**src/rtl/fifo_pkg.sv**
```systemverilog
// Shared pointer types and gray-code helpers for the async FIFO write and read controllers.
package fifo_pkg;

  localparam int unsigned FIFO_ADDR_W = 3;
  localparam int unsigned PTR_W       = FIFO_ADDR_W + 1;

  typedef logic [PTR_W-1:0] ptr_t;

  function automatic ptr_t bin2gray(input ptr_t b);
    return b ^ (b >> 1);
  endfunction

  // Each binary bit is the XOR of all gray bits at or above it.
  function automatic ptr_t gray2bin(input ptr_t g);
    ptr_t b;
    b[PTR_W-1] = g[PTR_W-1];
    for (int i = int'(PTR_W) - 2; i >= 0; i--) begin
      b[i] = b[i+1] ^ g[i];
    end
    return b;
  endfunction

endpackage

```
**src/rtl/async_fifo_ptr.sv**
```systemverilog
// Binary/gray pointer register pair with increment enable; shared by both FIFO domains.
module async_fifo_ptr
  import fifo_pkg::*;
(
  input  logic clk,
  input  logic rst_n,
  input  logic inc,
  output ptr_t bin,
  output ptr_t gray,
  output ptr_t bin_next_c,
  output ptr_t gray_next_c
);

  always_comb begin
    bin_next_c  = bin + ptr_t'(inc);
    gray_next_c = bin2gray(bin_next_c);
  end

  // Gray copy is a plain flop so the crossing sees a single-bit change per edge.
  always_ff @(posedge clk or negedge rst_n) begin
    if (!rst_n) begin
      bin  <= '0;
      gray <= '0;
    end else begin
      bin  <= bin_next_c;
      gray <= gray_next_c;
    end
  end

endmodule

```
**src/rtl/async_fifo_wctrl.sv**
```systemverilog
// Write-domain controller of the gray-pointer async FIFO: write pointer, RAM strobe/address, full/level/overflow flags.
module async_fifo_wctrl
  import fifo_pkg::*;
#(
  parameter int unsigned ADDR_W       = FIFO_ADDR_W,  // must equal fifo_pkg::FIFO_ADDR_W
  parameter int unsigned AFULL_THRESH = 6
) (
  input  logic            clk,
  input  logic            arst,
  input  logic            wr_push,
  input  logic            ovf_clr,
  input  logic [ADDR_W:0] rptr_gray_sync,
  output logic            wr_en,
  output logic [ADDR_W-1:0] waddr,
  output logic [ADDR_W:0] wptr_gray,
  output logic            wr_ready,
  output logic            full,
  output logic            almost_full,
  output logic [ADDR_W:0] wr_level,
  output logic            overflow
);

  logic accept;
  ptr_t wbin;
  ptr_t wbin_next;
  ptr_t gray_next;
  ptr_t rbin_sync;
  ptr_t full_cmp;
  ptr_t level_next;

  assign accept = wr_push & ~full;
  assign wr_en  = accept;
  assign waddr  = wbin[ADDR_W-1:0];

  async_fifo_ptr u_wptr (
    .clk         (clk),
    .rst_n       (arst),
    .inc         (accept),
    .bin         (wbin),
    .gray        (wptr_gray),
    .bin_next_c  (wbin_next),
    .gray_next_c (gray_next)
  );

  // Full when the next write pointer sits exactly one lap ahead of the read pointer.
  always_comb begin
    rbin_sync  = gray2bin(rptr_gray_sync);
    full_cmp   = {~rptr_gray_sync[ADDR_W:ADDR_W-1], rptr_gray_sync[ADDR_W-2:0]};
    level_next = wbin_next - rbin_sync;
  end

  always_ff @(posedge clk or negedge arst) begin
    if (!arst) begin
      full        <= 1'b0;
      almost_full <= 1'b0;
      wr_level    <= '0;
      overflow    <= 1'b0;
    end else begin
      full        <= (gray_next == full_cmp);
      almost_full <= (level_next >= ptr_t'(AFULL_THRESH));
      wr_level    <= level_next;
      if (wr_push && full) begin
        overflow <= 1'b1;
      end else if (ovf_clr) begin
        overflow <= 1'b0;
      end
    end
  end

  assign wr_ready = ~full;

endmodule

```
**config.mk**
```make
export PLATFORM = sky130hd
export DESIGN_NAME = async_fifo_wctrl
export DESIGN_NICKNAME = d
export VERILOG_FILES = /design/src/rtl/fifo_pkg.sv /design/src/rtl/async_fifo_ptr.sv /design/src/rtl/async_fifo_wctrl.sv
export SDC_FILE = /design/constraint.sdc
export NUM_CORES = 1
export LEC_CHECK = 0
export ABC_AREA = 1
export CAP_MARGIN = 20
export CORE_MARGIN = 3
export CORE_UTILIZATION = 47
export CTS_CLUSTER_DIAMETER = 50
export DETAILED_ROUTE_END_ITERATION = 12
export GPL_TIMING_DRIVEN = 0
export HOLD_SLACK_MARGIN = 0.15
export MAX_ROUTING_LAYER = met4
export PLACE_DENSITY = 0.78
export SYNTH_ARGS = -nofsm -noshare
export SYNTH_HDL_FRONTEND = slang
export SYNTH_SLANG_ARGS = --single-unit
```
**constraint.sdc**
```tcl
create_clock -name clk -period 3.6 [get_ports clk]
set_input_delay 0.72 -clock clk [delete_from_list [all_inputs] [get_ports clk]]
set_output_delay 0.72 -clock clk [all_outputs]
set_load 0.005 [all_outputs]
```
==> impl_metrics.env <==
export IMPL_report_final_slew_viol_count=0
export IMPL_share_of_post_route_cells_with_drive_strength_above_1_pct=5.41
export IMPL_power_ir_vdd_worst_mv=0.510
export IMPL_relSlewSlack_pct=58.1
export IMPL_final_seq_area_um2=350
export IMPL_antenna_found_initial=0
export IMPL_routed_via_count=639
export IMPL_syn_std_cell_area_um2=747
export IMPL_number_of_warning_messages_in_the_yosys_log=0
export IMPL_cp_required_ns=3.76
export IMPL_area_growth_pct=36.3
export IMPL_clock_insertion_delay_worst_skew_ns=0.28
export IMPL_power_mw=0.961
export IMPL_detailedPlace_worstSlack_ns=0.672
export IMPL_worst_slew_pin_transition_ns=0.627
export IMPL_overflow=0
export IMPL_groute_usage_overall_pct=18.3
export IMPL_max_clock_path_buffers=2
export IMPL_timing_worst_setup_path_type="in -> reg"
export IMPL_syn_nets=99
export IMPL_critical_path_arrival_ns=2.81
export IMPL_dieHeight_um=45.9
export IMPL_dpl_cell_count=123
export IMPL_finalWirelength_um=1580
export IMPL_count_of_endpoints_failing_setup_in_the_final_report=0
export IMPL_finalCritPeriodShare_pct=73.6
export IMPL_gp_routability_congestion=0.782
export IMPL_ys_ff_latch=14
export IMPL_pin_count_of_the_biggest_net_entering_global_routing=15
export IMPL_placement_cell_area_um2=996
export IMPL_initial_utilization_pct=53.4
export IMPL_grt_pass1_wl_um=2560
export IMPL_drtPass1Iterations=4
export IMPL_drt_first_iter_violations=12
export IMPL_tritoncts_clock_tree="yes"
export IMPL_multiInputGateArea_um2=333
export IMPL_synth_area_per_cell_um2=8.79
export IMPL_cap_viol_max_count=0
export IMPL_hpwl_um=1280
export IMPL_tritoncts_num_buffers=3
export IMPL_ratio_of_total_power_to_cell_area_nw_per_um2=943
export IMPL_hold_path_class="reg -> reg"
export IMPL_finalSetupTns_ns=0
export IMPL_layout_min_cycle_time_ns=2.65
export IMPL_post_synth_inst_count=85
export IMPL_clock_skew_ns=0.00290
export IMPL_critical_path_peak_fanout=4
export IMPL_synth_distinct_cells=16
export IMPL_vias_per_cell=5.07
export IMPL_rows=13
export IMPL_power_leakage_nw=0.530
export IMPL_detail_route_wl_per_cell_um=12.5
export IMPL_hold_viol=0
export IMPL_root_buffer="sky130_fd_sc_hd__clkbuf_4"
export IMPL_core_area_um2=1400
export IMPL_endpoint_kind="flip-flop"
export IMPL_ios=24
export IMPL_number_of_global_route_vias_before_repair=574
export IMPL_antenna_left=0
export IMPL_path_clk_slew_ns=0.08
export IMPL_place_port_buffers=23
export IMPL_post_cts_resize_count=0
export IMPL_run_status="finished, final reports clean"
export IMPL_sequential_fraction_of_the_synthesis_area_pct=46.9
export IMPL_layout_filler_cells=115
export IMPL_cts_repair_timing_setup_buffer_count=0
export IMPL_layout_cells_non_filler=126
export IMPL_die_width_um=45.9
export IMPL_htree_levels=1
export IMPL_post_route_worst_setup_slack_ns=0.951
export IMPL_holdBufCountCts=0
export IMPL_max_freq_mhz=378
export IMPL_drcViolationCount=0
export IMPL_tritoncts_num_sinks=14
export IMPL_grt_setup_unrepaired="no"
export IMPL_startpoint_type="input port"
export IMPL_finish_net_count=127
export IMPL_layout_cell_area_non_filler_um2=1020
export IMPL_die_area_um2=2100
export IMPL_n_antenna_cell=0
## cell usage after synthesis
cell type	instances	area [um2]
sky130_fd_sc_hd__xnor2_1	1	8.76
sky130_fd_sc_hd__o21bai_1	1	7.51
sky130_fd_sc_hd__fa_1	1	20.0
sky130_fd_sc_hd__ha_1	5	62.6
sky130_fd_sc_hd__nand4_1	1	6.26
sky130_fd_sc_hd__a21oi_1	1	5.00
sky130_fd_sc_hd__xor2_2	1	16.3
sky130_fd_sc_hd__xnor2_2	1	16.3
sky130_fd_sc_hd__dfrtp_1	14	350
sky130_fd_sc_hd__nand3_1	14	70.1
sky130_fd_sc_hd__nor2_1	2	7.51
sky130_fd_sc_hd__o22ai_1	1	6.26
sky130_fd_sc_hd__nand2_2	1	6.26
sky130_fd_sc_hd__inv_1	17	63.8
sky130_fd_sc_hd__nand2_1	22	82.6
sky130_fd_sc_hd__xor2_1	2	17.5
## through the flow
stage / util (%) / hold WS, ns
detailed placement: 71.2 / 0.522
CTS: 72.8 / 0.534
global route: 72.8 / 0.568
global placement: 71.2 / 0.514
finish: 72.8 / 0.531
floorplan: - / 0.424
## metal layers
layer	wire length, um	vias to the layer above	GRT usage [%]
met2	777	23	29.7
met5	0	-	-
met4	49	0	11.9
met3	81	4	3.95
li1	-	317	-
met1	670	295	19.9
## cell type report
type | count | area share (%)
multi-input cells | 54 | 32.7
clock buffers | 3 | 2.21
flip-flops and latches | 14 | 34.4
repair buffers | 23 | 22.6
well taps | 15 | 1.84
inverters | 17 | 6.27
## final timing paths
path	from	endpoint	slack [ns]	cells after the start
hold / removal	overflow$_DFFE_PN0P_	overflow$_DFFE_PN0P_	0.53	2
min in group asynchronous	arst	u_wptr.bin[2]$_DFF_PN0_	0.83	1
hold reg to reg	overflow$_DFFE_PN0P_	overflow$_DFFE_PN0P_	0.53	2
max in group asynchronous	arst	u_wptr.bin[1]$_DFF_PN0_	2.37	1
setup / recovery	wr_push	almost_full$_DFF_PN0_	0.95	13
setup reg to reg	full$_DFF_PN0_	almost_full$_DFF_PN0_	1.48	11
## cells in the final DEF, fill, tap and decap left out, types with 2 or more instances in the layout
| cell type | count |
|---|---|
| sky130_fd_sc_hd__clkbuf_4 | 3 |
| sky130_fd_sc_hd__nor2_1 | 2 |
| sky130_fd_sc_hd__xor2_1 | 2 |
| sky130_fd_sc_hd__ha_1 | 5 |
| sky130_fd_sc_hd__nand3_1 | 14 |
| sky130_fd_sc_hd__clkdlybuf4s50_1 | 23 |
| sky130_fd_sc_hd__nand2_1 | 22 |
| sky130_fd_sc_hd__dfrtp_1 | 14 |
| sky130_fd_sc_hd__inv_1 | 17 |
## flip-flops by register name (all words and copies together) (netlist names)
register,count
u_wptr.bin,4
full,1
almost_full,1
overflow,1
u_wptr.gray,3
wr_level,4
## cells by family after synthesis
kind of cell | after synthesis | synth area share, %
xor gates and xnor gates | 5 | 7.87
DFF | 14 | 46.9
adders and majority gates | 6 | 11.1
and+or+nand+nor | 40 | 23.1
AOI/OAI and AO/OA | 3 | 2.51
buffers and inverters | 17 | 8.54
## report_power, final
part           internal, mW  switching [mW]
sequential            0.241          0.0394
combinational         0.294           0.302
clock                0.0388          0.0465
total                 0.573           0.388
## critical path, stage by stage
cell,delay (ns)
sky130_fd_sc_hd__clkdlybuf4s50_1,0.45
sky130_fd_sc_hd__inv_1,0.05
sky130_fd_sc_hd__nor2_1,0.13
sky130_fd_sc_hd__ha_1,0.23
sky130_fd_sc_hd__ha_1,0.21
sky130_fd_sc_hd__inv_1,0.06
sky130_fd_sc_hd__nand2_1,0.07
sky130_fd_sc_hd__nand2_1,0.12
sky130_fd_sc_hd__ha_1,0.35
sky130_fd_sc_hd__a21oi_1,0.20
sky130_fd_sc_hd__inv_1,0.06
sky130_fd_sc_hd__nand2_1,0.08
sky130_fd_sc_hd__nand3_1,0.07
No activity file was read; power rests on OpenSTA's default activity.
